**src/rtl/rggen_rtl_pkg.sv**
```systemverilog
// Shared rggen types: bus status encoding and the AXI4-Lite bridge FSM states.
package rggen_rtl_pkg;
  typedef enum logic [1:0] {
    RGGEN_OKAY         = 2'b00,
    RGGEN_EXOKAY       = 2'b01,
    RGGEN_SLAVE_ERROR  = 2'b10,
    RGGEN_DECODE_ERROR = 2'b11
  } rggen_status;

  typedef enum logic [1:0] {
    RGGEN_AXI4LITE_IDLE     = 2'd0,
    RGGEN_AXI4LITE_ACCESS   = 2'd1,
    RGGEN_AXI4LITE_RESPONSE = 2'd2
  } rggen_axi4lite_bridge_state;
endpackage

```
**src/rtl/rggen_bus_if.sv**
```systemverilog
// Single-request register bus between a protocol bridge and the register adapter.
interface rggen_bus_if #(
  parameter int ADDRESS_WIDTH = 8,
  parameter int BUS_WIDTH     = 32
);
  logic                       valid;
  logic [ADDRESS_WIDTH-1:0]   address;
  logic                       write;
  logic [BUS_WIDTH-1:0]       write_data;
  logic [BUS_WIDTH/8-1:0]     strobe;
  logic                       ready;
  rggen_rtl_pkg::rggen_status status;
  logic [BUS_WIDTH-1:0]       read_data;

  modport master (
    output valid, address, write, write_data, strobe,
    input  ready, status, read_data
  );

  modport slave (
    input  valid, address, write, write_data, strobe,
    output ready, status, read_data
  );
endinterface

```
**src/rtl/rggen_request_holder.sv**
```systemverilog
// One-deep valid/ready capture register; holds a request until the consumer clears it.
module rggen_request_holder #(
  parameter int WIDTH = 8
) (
  input  logic             i_clk,
  input  logic             i_rst_n,
  input  logic             i_valid,
  output logic             o_ready,
  input  logic [WIDTH-1:0] i_data,
  input  logic             i_clear,
  output logic             o_full,
  output logic [WIDTH-1:0] o_data
);
  logic             full;
  logic [WIDTH-1:0] data;

  // clear only arrives while full, when ready is already low, so it never races a capture
  always_ff @(posedge i_clk or negedge i_rst_n) begin
    if (!i_rst_n) begin
      full <= 1'b0;
      data <= '0;
    end else if (i_clear) begin
      full <= 1'b0;
    end else if (i_valid && !full) begin
      full <= 1'b1;
      data <= i_data;
    end
  end

  assign o_ready = !full;
  assign o_full  = full;
  assign o_data  = data;
endmodule

```
**src/rtl/rggen_axi4lite_bridge.sv**
```systemverilog
// AXI4-Lite slave to rggen_bus_if master; one transaction in flight, round-robin read/write.
module rggen_axi4lite_bridge
  import rggen_rtl_pkg::*;
#(
  parameter int ADDRESS_WIDTH = 8,
  parameter int BUS_WIDTH     = 32
) (
  input  logic                     i_clk,
  input  logic                     i_rst_n,
  input  logic                     i_awvalid,
  output logic                     o_awready,
  input  logic [ADDRESS_WIDTH-1:0] i_awaddr,
  input  logic                     i_wvalid,
  output logic                     o_wready,
  input  logic [BUS_WIDTH-1:0]     i_wdata,
  input  logic [BUS_WIDTH/8-1:0]   i_wstrb,
  output logic                     o_bvalid,
  input  logic                     i_bready,
  output logic [1:0]               o_bresp,
  input  logic                     i_arvalid,
  output logic                     o_arready,
  input  logic [ADDRESS_WIDTH-1:0] i_araddr,
  output logic                     o_rvalid,
  input  logic                     i_rready,
  output logic [BUS_WIDTH-1:0]     o_rdata,
  output logic [1:0]               o_rresp,
  rggen_bus_if.master              bus_if
);
  localparam int STRB_W = BUS_WIDTH / 8;
  localparam int LSB    = $clog2(STRB_W);
  localparam logic [ADDRESS_WIDTH-1:0] ADDR_MASK = ~ADDRESS_WIDTH'((1 << LSB) - 1);

  rggen_axi4lite_bridge_state state;

  logic                      aw_full, w_full, ar_full;
  logic [ADDRESS_WIDTH-1:0]  aw_addr, ar_addr;
  logic [STRB_W+BUS_WIDTH-1:0] w_bundle;
  logic [BUS_WIDTH-1:0]      w_data;
  logic [STRB_W-1:0]         w_strb;
  logic                      wr_pend, rd_pend, grant_write, access_done;
  logic                      write_first;
  logic                      bus_valid, bus_write;
  logic [ADDRESS_WIDTH-1:0]  bus_address;
  logic [BUS_WIDTH-1:0]      bus_wdata;
  logic [STRB_W-1:0]         bus_strobe;
  logic                      bvalid, rvalid;
  rggen_status               resp;
  logic [BUS_WIDTH-1:0]      rdata;

  assign access_done = (state == RGGEN_AXI4LITE_ACCESS) && bus_if.ready;

  rggen_request_holder #(.WIDTH(ADDRESS_WIDTH)) u_aw (
    .i_clk   (i_clk),
    .i_rst_n (i_rst_n),
    .i_valid (i_awvalid),
    .o_ready (o_awready),
    .i_data  (i_awaddr),
    .i_clear (access_done && bus_write),
    .o_full  (aw_full),
    .o_data  (aw_addr)
  );

  rggen_request_holder #(.WIDTH(STRB_W + BUS_WIDTH)) u_w (
    .i_clk   (i_clk),
    .i_rst_n (i_rst_n),
    .i_valid (i_wvalid),
    .o_ready (o_wready),
    .i_data  ({i_wstrb, i_wdata}),
    .i_clear (access_done && bus_write),
    .o_full  (w_full),
    .o_data  (w_bundle)
  );

  rggen_request_holder #(.WIDTH(ADDRESS_WIDTH)) u_ar (
    .i_clk   (i_clk),
    .i_rst_n (i_rst_n),
    .i_valid (i_arvalid),
    .o_ready (o_arready),
    .i_data  (i_araddr),
    .i_clear (access_done && !bus_write),
    .o_full  (ar_full),
    .o_data  (ar_addr)
  );

  assign w_data      = w_bundle[BUS_WIDTH-1:0];
  assign w_strb      = w_bundle[STRB_W+BUS_WIDTH-1:BUS_WIDTH];
  assign wr_pend     = aw_full && w_full;
  assign rd_pend     = ar_full;
  assign grant_write = wr_pend && (!rd_pend || write_first);

  always_ff @(posedge i_clk or negedge i_rst_n) begin
    if (!i_rst_n) begin
      state       <= RGGEN_AXI4LITE_IDLE;
      write_first <= 1'b1;
      bus_valid   <= 1'b0;
      bus_write   <= 1'b0;
      bus_address <= '0;
      bus_wdata   <= '0;
      bus_strobe  <= '0;
      bvalid      <= 1'b0;
      rvalid      <= 1'b0;
      resp        <= RGGEN_OKAY;
      rdata       <= '0;
    end else begin
      case (state)
        RGGEN_AXI4LITE_IDLE: begin
          if (wr_pend || rd_pend) begin
            state     <= RGGEN_AXI4LITE_ACCESS;
            bus_valid <= 1'b1;
            if (grant_write) begin
              bus_write   <= 1'b1;
              bus_address <= aw_addr & ADDR_MASK;
              bus_wdata   <= w_data;
              bus_strobe  <= w_strb;
            end else begin
              bus_write   <= 1'b0;
              bus_address <= ar_addr & ADDR_MASK;
              bus_wdata   <= '0;
              bus_strobe  <= '1;
            end
            // priority only rotates when the two sides actually contend
            if (wr_pend && rd_pend) write_first <= !write_first;
          end
        end
        RGGEN_AXI4LITE_ACCESS: begin
          if (bus_if.ready) begin
            state     <= RGGEN_AXI4LITE_RESPONSE;
            bus_valid <= 1'b0;
            resp      <= bus_if.status;
            rdata     <= bus_write ? '0 : bus_if.read_data;
            bvalid    <= bus_write;
            rvalid    <= !bus_write;
          end
        end
        RGGEN_AXI4LITE_RESPONSE: begin
          if ((bvalid && i_bready) || (rvalid && i_rready)) begin
            state  <= RGGEN_AXI4LITE_IDLE;
            bvalid <= 1'b0;
            rvalid <= 1'b0;
          end
        end
        default: state <= RGGEN_AXI4LITE_IDLE;
      endcase
    end
  end

  assign bus_if.valid      = bus_valid;
  assign bus_if.address    = bus_address;
  assign bus_if.write      = bus_write;
  assign bus_if.write_data = bus_wdata;
  assign bus_if.strobe     = bus_strobe;
  assign o_bvalid          = bvalid;
  assign o_rvalid          = rvalid;
  assign o_bresp           = resp;
  assign o_rresp           = resp;
  assign o_rdata           = rdata;
endmodule

```
**src/flat_wrapper.sv**
```systemverilog
// flat-port wrapper written by rule: the top's interface ports become plain ports
module rggen_axi4lite_bridge_flat import rggen_rtl_pkg::*;
#(
  parameter int ADDRESS_WIDTH = 8,
  parameter int BUS_WIDTH     = 32
)
  (i_clk, i_rst_n, i_awvalid, o_awready, i_awaddr, i_wvalid, o_wready, i_wdata, i_wstrb, o_bvalid, i_bready, o_bresp, i_arvalid, o_arready, i_araddr, o_rvalid, i_rready, o_rdata, o_rresp, bus_if_valid, bus_if_address, bus_if_write, bus_if_write_data, bus_if_strobe, bus_if_ready, bus_if_status, bus_if_read_data);
  rggen_bus_if #(.ADDRESS_WIDTH(ADDRESS_WIDTH), .BUS_WIDTH(BUS_WIDTH)) bus_if_i ();
  input  logic i_clk;
  input  logic i_rst_n;
  input  logic i_awvalid;
  output logic o_awready;
  input  logic [ADDRESS_WIDTH-1:0] i_awaddr;
  input  logic i_wvalid;
  output logic o_wready;
  input  logic [BUS_WIDTH-1:0] i_wdata;
  input  logic [BUS_WIDTH/8-1:0] i_wstrb;
  output logic o_bvalid;
  input  logic i_bready;
  output logic [1:0] o_bresp;
  input  logic i_arvalid;
  output logic o_arready;
  input  logic [ADDRESS_WIDTH-1:0] i_araddr;
  output logic o_rvalid;
  input  logic i_rready;
  output logic [BUS_WIDTH-1:0] o_rdata;
  output logic [1:0] o_rresp;
  output wire logic [$bits(bus_if_i.valid)-1:0] bus_if_valid;
  output wire logic [$bits(bus_if_i.address)-1:0] bus_if_address;
  output wire logic [$bits(bus_if_i.write)-1:0] bus_if_write;
  output wire logic [$bits(bus_if_i.write_data)-1:0] bus_if_write_data;
  output wire logic [$bits(bus_if_i.strobe)-1:0] bus_if_strobe;
  input wire logic [$bits(bus_if_i.ready)-1:0] bus_if_ready;
  input wire logic [$bits(bus_if_i.status)-1:0] bus_if_status;
  input wire logic [$bits(bus_if_i.read_data)-1:0] bus_if_read_data;
  assign bus_if_valid = bus_if_i.valid;
  assign bus_if_address = bus_if_i.address;
  assign bus_if_write = bus_if_i.write;
  assign bus_if_write_data = bus_if_i.write_data;
  assign bus_if_strobe = bus_if_i.strobe;
  assign bus_if_i.ready = bus_if_ready;
  assign bus_if_i.status = bus_if_status;
  assign bus_if_i.read_data = bus_if_read_data;
  rggen_axi4lite_bridge #(.ADDRESS_WIDTH(ADDRESS_WIDTH), .BUS_WIDTH(BUS_WIDTH)) u_core (.i_clk(i_clk), .i_rst_n(i_rst_n), .i_awvalid(i_awvalid), .o_awready(o_awready), .i_awaddr(i_awaddr), .i_wvalid(i_wvalid), .o_wready(o_wready), .i_wdata(i_wdata), .i_wstrb(i_wstrb), .o_bvalid(o_bvalid), .i_bready(i_bready), .o_bresp(o_bresp), .i_arvalid(i_arvalid), .o_arready(o_arready), .i_araddr(i_araddr), .o_rvalid(o_rvalid), .i_rready(i_rready), .o_rdata(o_rdata), .o_rresp(o_rresp), .bus_if(bus_if_i));
endmodule
```
**config.mk**
```make
export PLATFORM = sky130hd
export DESIGN_NAME = rggen_axi4lite_bridge_flat
export DESIGN_NICKNAME = d
export VERILOG_FILES = /design/src/rtl/rggen_rtl_pkg.sv /design/src/rtl/rggen_bus_if.sv /design/src/rtl/rggen_request_holder.sv /design/src/rtl/rggen_axi4lite_bridge.sv /design/src/flat_wrapper.sv
export SDC_FILE = /design/constraint.sdc
export NUM_CORES = 1
export LEC_CHECK = 0
export ABC_AREA = 0
export ABC_CLOCK_PERIOD_IN_PS = 2050
export CAP_MARGIN = 20
export CELL_PAD_IN_SITES_DETAIL_PLACEMENT = 0
export CELL_PAD_IN_SITES_GLOBAL_PLACEMENT = 1
export CORE_MARGIN = 1.5
export CORE_UTILIZATION = 35
export CTS_CLUSTER_DIAMETER = 100
export DETAILED_ROUTE_END_ITERATION = 12
export GPL_TIMING_DRIVEN = 0
export HOLD_SLACK_MARGIN = 0.03
export PLACE_DENSITY_LB_ADDON = 0.1
export RECOVER_POWER = 25
export SETUP_SLACK_MARGIN = 0.15
export SYNTH_ARGS = -nofsm -noshare
export SYNTH_HDL_FRONTEND = slang
export SYNTH_SLANG_ARGS = --single-unit
```
**constraint.sdc**
```tcl
create_clock -name i_clk -period 2.05 [get_ports i_clk]
set_input_delay 0.41 -clock i_clk [delete_from_list [all_inputs] [get_ports i_clk]]
set_output_delay 0.41 -clock i_clk [all_outputs]
set_load 0.05 [all_outputs]
```
* Word level (Yosys, flattened, before mapping) *
Cells that the tools add are included.
Widths: inputs -> output; s select.

word-level totals
  bits in registers = 140
  input bits = 94
  output and inout bits = 87

operators by class
  equal/unequal tests = 5
  multiplexer cells = 23
  bitwise gates (word level) = 2
  reductions and logical operators = 34

operator list
  operator            number
  $mux 32             2
  $mux 1              12
  $reduce_and 3->1    4
  $logic_and 1x1->1   11
  $reduce_and 2->1    5
  $reduce_bool 2->1   5
  $mux 8              1
  $mux 2              3
  $pmux 1 s2          3
  $pmux 2 s3          1
  $logic_not 1->1     5
  $mux 4              1
  $ne 2x1->1 const B  2
  $logic_or 1x1->1    3
  $eq 2x1->1 const B  1
  $eq 2x2->1 const B  1
  $logic_not 2->1     1
  $ne 2x2->1 const B  1
  $not 1->1           2

* Longest topological paths before layout *
Gate-level depths: netlist (run 1).

  depth after elaboration = 5
  depth in mapped cells = 6
  mapped depth without buffers = 3

* Cells and area by module *
Synthesis (run 1) repeated with hierarchy kept, for this count alone.

unflattened totals
  cells, all modules = 418
  area total of the unflattened synthesis = 5,502.8 sq um

modules (own cells, without submodules)
  module                                  times used  cells each  area each (sq um)  sequential area each (sq um)
  rggen_axi4lite_bridge                   1           295         3,273.1            2,078.2
  rggen_request_holder (u_core.u_w)       1           81          1,539.0            925.9
  rggen_request_holder (u_core.u_ar ...)  2           21          345.3              225.2

* Worst setup path before layout (run 1) *
Ideal clock, no wire load.

  path kind = register -> register
  start point = reg u_core.bus_write, in the netlist u_core.bus_if.write
  end point = reg u_core.u_w.data[10], in the netlist u_core.u_w.o_data[10]
  library setup time = 128 ps
  arrival time = 1,675 ps
  required time = 1,922 ps
  slack = 248 ps
  stages on the path, launching flop included = 6
  buffers on the path = 2
  cells stage by stage = dfrtp_1 > buf_2 > nand4b_4 > nand3_4 > buf_4 > mux2_1

between the ends
  word-level cells in the longest chain between the ends = 3

ends and longest elaborated chain
  item                        RTL line                      text
  start, declared             rggen_axi4lite_bridge.sv:42   logic bus_valid, bus_write;
  start signal, assigned      rggen_axi4lite_bridge.sv:96   bus_write <= 1'b0;
  start signal, assigned      rggen_axi4lite_bridge.sv:111  bus_write <= 1'b1;
  start signal, assigned      rggen_axi4lite_bridge.sv:116  bus_write <= 1'b0;
  $logic_and 1x1->1           rggen_axi4lite_bridge.sv:69   .i_clear (access_done && bus_write),
  $not 1->1 (no line)         n/a
  $reduce_and 2->1 (no line)  n/a
  end signal, assigned        rggen_request_holder.sv:26    data <= i_data;
  end, declared               rggen_request_holder.sv:15    logic [WIDTH-1:0] data;

Every way passes these cells.
A chain may end at the register's enable or synchronous reset.

* Final worst setup path (run 1) *
  start point = reg u_core.u_aw.full, in the netlist u_core.u_aw.o_full
  end point = out o_awready

between the ends
  word-level cells in the longest chain between the ends = 1

ends and longest elaborated chain
  item                    RTL line                    text
  start, declared         rggen_request_holder.sv:14  logic full;
  start signal, assigned  rggen_request_holder.sv:20  full <= 1'b0;
  start signal, assigned  rggen_request_holder.sv:23  full <= 1'b0;
  start signal, assigned  rggen_request_holder.sv:25  full <= 1'b1;
  $logic_not 1->1         rggen_request_holder.sv:30  assign o_ready = !full;
  end, declared           flat_wrapper.sv:12          output logic o_awready;

Every way passes these cells.

==> results of run 1 <==
==> cells in the mapped netlist (all sizes together) (4+ instances only) <==
| master | count |
|---|---|
| dfrtp | 133 |
| mux2 | 50 |
| o21ai | 40 |
| nand2 | 38 |
| nand2b | 33 |
| a22o | 32 |
| buf | 19 |
| clkbuf | 10 |
| nand3 | 10 |
| a21oi | 6 |
| a31oi | 6 |
| o22a | 5 |
| inv | 4 |
==> per-layer routing <==
| layer | vias to the layer above | track usage | share of wire |
|---|---|---|---|
| met5 | - | 0 | 0 |
| met4 | 0 | 0.0751 | 0.015 |
| met3 | 15 | 0.0497 | 0.069 |
| met2 | 114 | 0.274 | 0.47 |
| met1 | 1871 | 0.223 | 0.44 |
| li1 | 1807 | - | - |
==> cell usage in the layout (no fill, tap or decap), types with 4 or more instances in the layout <==
cell type and n:
dfrtp_1 133, clkdlybuf4s50_1 88, dlygate4sd2_1 82, o21ai_0 40
nand2_1 37, nand2b_1 33, a22o_1 32, mux2_1 30
clkbuf_16 17, mux2_2 14, clkbuf_1 13, nand3_1 9
buf_4 8, mux2_4 6, a21oi_1 6, a31oi_1 6
buf_2 5, o22a_1 5, clkbuf_8 5, inv_1 4
buf_6 4, clkinv_2 4
==> critical path: cells and delay by family, from the launching register on <==
family / cells / cell delay, ns
flops: 1 / 0.41
buf+inv: 2 / 0.61
==> cells by family (layout without fill, tap and decap cells) <==
kind of cell / count (synthesis) / after routing
AOI/OAI and AO/OA: 98 / 98
xor gates and xnor gates: 1 / 1
buffers and inverters: 33 / 241
DFF: 134 / 134
muxes: 50 / 50
other: 1 / 2
and+or+nand+nor: 88 / 88
==> area by class of cell <==
class | count | area, sq um | area share
clock buffers | 24 | 502 | 0.0643
repair buffers | 176 | 1670 | 0.214
plain buffers | 29 | 176 | 0.0226
multi-input cells | 239 | 1760 | 0.225
inverters | 4 | 15.0 | 0.00193
clock inverters | 8 | 95.1 | 0.0122
flip-flops and latches | 134 | 3350 | 0.430
well taps | 184 | 230 | 0.0295
==> worst min path at each step <==
| stage | endpoint | depth (start not counted) |
|---|---|---|
| after floorplan | u_core.bus_if.address[2] | 0 |
| after detailed placement | u_core.bus_if.write_data[19] | 1 |
| final | u_core.o_rdata[15] | 2 |
| after global placement | u_core.o_rdata[15] | 2 |
| after CTS | u_core.o_rdata[15] | 2 |
| after global routing | u_core.bus_if.strobe[1] | 1 |
==> state kept, by name, summed over array words and instances (netlist names) <==
register,flops
u_core.o_rvalid,1
u_core.write_first,1
u_core.u_ar.o_data,6
u_core.o_bresp,2
u_core.u_w.o_data,36
u_core.bus_if.address,6
u_core.u_aw.o_data,6
u_core.u_w.o_full,1
u_core.o_rdata,32
u_core.u_aw.o_full,1
u_core.state,2
u_core.o_bvalid,1
u_core.bus_if.strobe,4
u_core.bus_if.valid,1
u_core.bus_if.write_data,32
u_core.bus_if.write,1
u_core.u_ar.o_full,1
==> metrics by stage <==
stage	worst slack [ns]	hold WS [ns]	instances	TNS, ns	total power, mW
after global routing	0.136	0.494	798	0	14.5
after floorplan	0.248	0.114	406	0	8.97
after global placement	-4.76	0.462	764	-635.28	11.1
after detailed placement	-0.0508	0.458	765	-0.955	11.3
after CTS	0.0866	0.477	798	0	13.9
final	0.201	0.472	798	0	13.7
==> where the power goes <==
group | internal [mW] | leakage (nW) | switching, mW | total [mW]
combinational | 2.19 | 1.74 | 4.06 | 6.24
sequential | 3.81 | 1.66 | 0.627 | 4.44
clock | 1.94 | 0.292 | 1.09 | 3.04
total | 7.94 | 3.69 | 5.78 | 13.7
==> timing repair <==
action,4_1_cts,5_1_grt
setup endpoints to repair,85,2
resized for setup,87,3
endpoints found under the hold margin,42,0
hold buffers,1,0
==> flow_summary_export.csv, run 1 <==
group,metric,value,unit
outcome,status,"finished, violations left",
outcome,violations,"DRC",
global_route,grt_overflow,0,
clock_network,cts_setup_buffers,0,
die,die_area,0.0159,sq mm
clock_network,clockRootBuffer,"clkbuf_16",
setup_path,critPathMaxStageDelay,0.50,ns
logic_synthesis,ys.flop_type,"dfrtp_1",
logic_synthesis,synth_compound_area_frac,0.127,
die,design.core.area,0.0146,sq mm
logic_synthesis,synth-seq-area-share,0.632,
logic_synthesis,synthCells,405,
setup_path,worstPathArrival,1.44,ns
logic_synthesis,ys_ff_latch,134,
setup_path,startpoint,"u_core.u_aw.o_full",
logic_synthesis,synth_area_leaders,"dfrtp_1 63%, mux2_1 6.4%, a22o_1 5.3%, nand2b_1 3.9%, o21ai_0 3.8%",
logic_synthesis,async_flop_share,1.00,
die,ioPinCount,181,
sta,skew,0.00493,ns
run,maxCapViolations,0,
global_route,grt_first_pass_wirelength,21300,microns
layout,fin_util,0.533,
sta,max_freq,541,MHz
clock_network,cts_tree,"done",
route,drtPass1Iterations,8,
logic_synthesis,synth_top_area_cell,"dfrtp_1",
layout,area_growth,47.0,%
global_route,grt_max_degree,69,
clock_network,clockBufferDepth,2,
power_and_ir_drop,p_leak,3.69,nW
global_route,track_usage,0.173,
logic_synthesis,synthSimpleGateAreaFrac,0.0911,
die,start_util,0.362,
clock_network,insertion_delay,0.41,ns
setup_path,r2r_cells,5,
hold_path,hp-start,"u_core.o_rdata[15]",
sta,slew_viol_final,0,
clock_network,cts_buffers,17,
logic_synthesis,synth-xor-area-share,0.00165,
setup_path,r2r-end,"u_core.bus_if.write_data[19]",
logic_synthesis,syn_avg_cell_area,13.1,sq um
setup_path,worstPathCellList,"inv_1 -> clkdlybuf4s15_1",
setup_path,worstSetupEndpointType,"output pin",
route,vias_per_cell,4.77,
layout,fillers,1325,
setup_path,crit_required,1.64,ns
setup_path,path_class,"reg2out",
logic_synthesis,synth_top_area_share,0.628,
sta,hold_viol,0,
route,route.detailed.drc,12,
setup_path,reg2reg_from,"u_core.state[0]",
logic_synthesis,synthMuxAreaShare,0.110,
setup_path,critPathLaunchType,"flip-flop",
clock_network,cts.sinks,134,
place,place_hpwl,9180,microns
global_route,antenna_found_initial,0,
logic_synthesis,yosysWarnings,0,
route,avgRoutedWirePerCell,16.3,microns
clock_network,ctsHtreeMaxLevel,4,
die,die_y,126,microns
layout,final_area,0.00780,sq mm
logic_synthesis,synth_edf_count,0,
route,vias,3807,
power_and_ir_drop,powerDensity,1760,mW/mm^2
setup_path,critical_path.endpoint,"o_awready",
clock_network,clkTransAtPathRegs,0.05,ns
logic_synthesis,ys_types,36,
sta,period_share,0.902,
sta,finalSetupViolations,0,
sta,worst_pin_slew,0.957,ns
global_route,grt_pass1_vias,4066,
place,dpl_cell_area,0.00731,sq mm
hold_path,hold_path.class,"reg2reg",
logic_synthesis,synth_fa_ha_area_frac,0,
setup_path,reg2reg_slack,0.25,ns
logic_synthesis,synth_top_family_by_area,"compound AO/OA/AOI/OAI gates",
die,dieWidth,126,microns
layout,final_nets,695,
place,place.gp.congestion,0.754,
layout,layout-drive-gt1-share,0.129,
place,portBuffers,174,
die,num_rows,44,
sta,relSlewSlack,0.362,
route,drt_iter0_drc,150,
sta,rsz0062_at_grt,"false",
setup_path,crit_slowest_cell,"clkdlybuf4s15_1",
layout,antennaDiodeCount,0,
logic_synthesis,syn_area,0.00530,sq mm
sta,finalCriticalPeriod,1.85,ns
route,drtAntennaViolNets,0,
route,finalWirelength,13000,microns
setup_path,cp_max_fo,5,
power_and_ir_drop,ir_worst_vdd,0.000790,V
No activity file was read; power rests on OpenSTA's default activity.
==> inputs of run 2 (changes only) <==
--- a/config.mk
+++ b/config.mk
@@ -13,6 +13,5 @@
 export CORE_MARGIN = 1.5
-export CORE_UTILIZATION = 35
+export CORE_UTILIZATION = 36
 export CTS_CLUSTER_DIAMETER = 100
 export DETAILED_ROUTE_END_ITERATION = 12
-export GPL_TIMING_DRIVEN = 0
 export HOLD_SLACK_MARGIN = 0.03
@@ -23,2 +22,3 @@
 export SYNTH_HDL_FRONTEND = slang
+export SYNTH_HIERARCHICAL = 1
 export SYNTH_SLANG_ARGS = --single-unit
==> constraint.sdc (replaced) <==
create_clock -name i_clk -period 2.05 [get_ports i_clk]
set_input_delay 0.3075 -clock i_clk [delete_from_list [all_inputs] [get_ports i_clk]]
set_output_delay 0.3075 -clock i_clk [all_outputs]
set_load 0.05 [all_outputs]
==> flow_summary_export.csv, run 2 <==
group,metric,value,unit
clock_network,clkTransAtPathRegs,0.06,ns
sta,hold_viol,0,
layout,final_nets,687,
run,maxCapViolations,0,
sta,finalSetupViolations,0,
die,die_area,0.0156,sq mm
layout,area_growth,47.7,%
hold_path,hp-start,"bus_if_read_data[10]",
outcome,status,"completed",
route,route.detailed.drc,0,
global_route,antenna_found_initial,0,
setup_path,critPathLaunchType,"flip-flop",
logic_synthesis,syn_avg_cell_area,13.1,sq um
place,place_hpwl,8400,microns
sta,hold_ws,0.447,ns
global_route,grt_max_degree,70,
layout,final_common_cell,"dfrtp_1",
clock_network,ctsHtreeMaxLevel,4,
setup_path,worstPathCellList,"inv_1 -> dlygate4sd2_1",
logic_synthesis,yosysWarnings,6,
setup_path,reg2reg_slack,0.39,ns
layout,mostFrequentLayoutCells,"132 x dfrtp_1, 88 x clkdlybuf4s50_1, 69 x nand2_1",
global_route,grt_util_met3,0.0629,
global_route,use_met1,0.215,
layout,antennaDiodeCount,0,
layout,largest_reg_flops,36,
die,ioPinCount,181,
setup_path,r2r_cells,3,
route,avgRoutedWirePerCell,16.0,microns
place,place.gp.congestion,0.728,
hold_path,hold_depth,3,
sta,fin_setup_tns,0,ns
sta,max_freq,553,MHz
setup_path,cp_max_fo,7,
sta,relSlewSlack,0.170,
global_route,track_usage,0.168,
global_route,grt_first_pass_wirelength,20500,microns
global_route,grt_busiest_layer,"met2",
global_route,grt_use_met2,0.261,
die,num_rows,44,
place,portBuffers,174,
hold_path,holdPathEnd,"u_core/o_rdata[10]",
layout,final-seq-area,0.00336,sq mm
setup_path,crit_buf_inv,2,
route,vias,3768,
sta,period_share,0.881,
route,drt_iter0_drc,151,
sta,skew,0.00725,ns
route,finalWirelength,12600,microns
layout,fillers,1265,
setup_path,worstPathArrival,1.50,ns
setup_path,crit_required,1.74,ns
route,vias_per_cell,4.78,
setup_path,reg2reg_from,"u_core/state[0]",
logic_synthesis,synthCells,410,
die,design.core.area,0.0145,sq mm
setup_path,r2r-end,"u_core/bus_if.write_data[1]",
clock_network,cts_tree,"done",
power_and_ir_drop,powerDensity,1760,mW/mm^2
setup_path,crit_slowest_cell,"dlygate4sd2_1",
layout,multi_input_area,0.00176,sq mm
power_and_ir_drop,p_leak,3.98,nW
die,dieWidth,125,microns
setup_path,worstSetupEndpointType,"output pin",
clock_network,cts.sinks,134,
clock_network,cts_buffers,17,
sta,worst_pin_slew,1.24,ns
die,die_y,125,microns
setup_path,path_class,"reg2out",
clock_network,clockBufferDepth,2,
sta,rsz0062_at_grt,"false",
global_route,grt_overflow,0,
logic_synthesis,syn_area,0.00536,sq mm
route,drtAntennaViolNets,0,
setup_path,critPathMaxStageDelay,0.53,ns
clock_network,insertion_delay,0.41,ns
sta,finalCriticalPeriod,1.81,ns
route,drtPass1Iterations,4,
power_and_ir_drop,ir_worst_vdd,0.000921,V
setup_path,path_delay_family,"buffers and inverters",
global_route,grt_pass1_vias,3902,
layout,layout-drive-gt1-share,0.174,
die,start_util,0.369,
clock_network,clockRootBuffer,"clkbuf_16",
hold_path,hold_path.class,"in2reg",
sta,slew_viol_final,0,
==> run 2: layout make-up <==
class	count	area share
clock inverters	8	0.0155
clock buffers	22	0.0612
inverters	5	0.00237
multi-input cells	243	0.223
flip-flops and latches	134	0.424
repair buffers	192	0.245
well taps	184	0.0291
==> run 2: routing by layer <==
metal,up-vias,wire (microns),part of all wire
met5,-,0,0
met1,1842,5600,0.44
met3,13,860,0.068
li1,1786,-,-
met4,0,165,0.013
met2,127,5960,0.47
==> run 2: worst max path at each step <==
stage | from | endpoint | slack, ns | depth (start not counted)
floorplan | u_core/state[1] | u_core/u_w/o_data[0] | 0.21 | 7
global placement | bus_if_ready | u_core/u_aw/o_data[7] | 0.12 | 6
detailed placement | bus_if_ready | u_core/u_aw/o_data[5] | 0.11 | 6
CTS | u_core/o_rdata[23] | o_rdata[23] | 0.15 | 1
global route | u_core/u_ar/o_full | o_arready | 0.16 | 2
finish | u_core/u_ar/o_full | o_arready | 0.24 | 2
==> run 2: worst register-to-register path, delay by kind of cell, from the launching register on <==
family / cells / cell delay, ns
flip-flops: 1 / 0.41
AND/OR/NAND/NOR: 2 / 0.96
AO/OA/AOI/OAI: 1 / 0.23
==> run 2: where the power goes <==
part           leakage [nW]  total, mW  switching, mW  internal (mW)
clock network         0.290       3.11           1.09           2.02
registers              1.65       4.48          0.662           3.82
logic                  2.04       6.35           4.01           2.34
total                  3.98       13.9           5.76           8.18
==> run 2: timing repair <==
action | in CTS | in global routing
setup buffers | 0 | 0
resized for setup | 62 | 23
hold buffers | 1 | 0
endpoints found under the hold margin | 45 | 0
endpoints found under the setup margin | 62 | 23
==> run 2: stage by stage <==
| step | power, mW | instances | worst slack, ns | util | cell area [sq um] |
|---|---|---|---|---|---|
| 6_report | 13.9 | 788 | 0.243 | 0.545 | 7920 |
| 5_1_grt | 14.7 | 788 | 0.162 | 0.545 | 7920 |
| 4_1_cts | 14.1 | 788 | 0.150 | 0.541 | 7860 |
| 3_5_place_dp | 11.3 | 757 | 0.107 | 0.504 | 7320 |
| 3_3_place_gp | 11.2 | 757 | 0.120 | 0.504 | 7320 |
| 2_1_floorplan | 9.18 | 411 | 0.207 | - | 5370 |
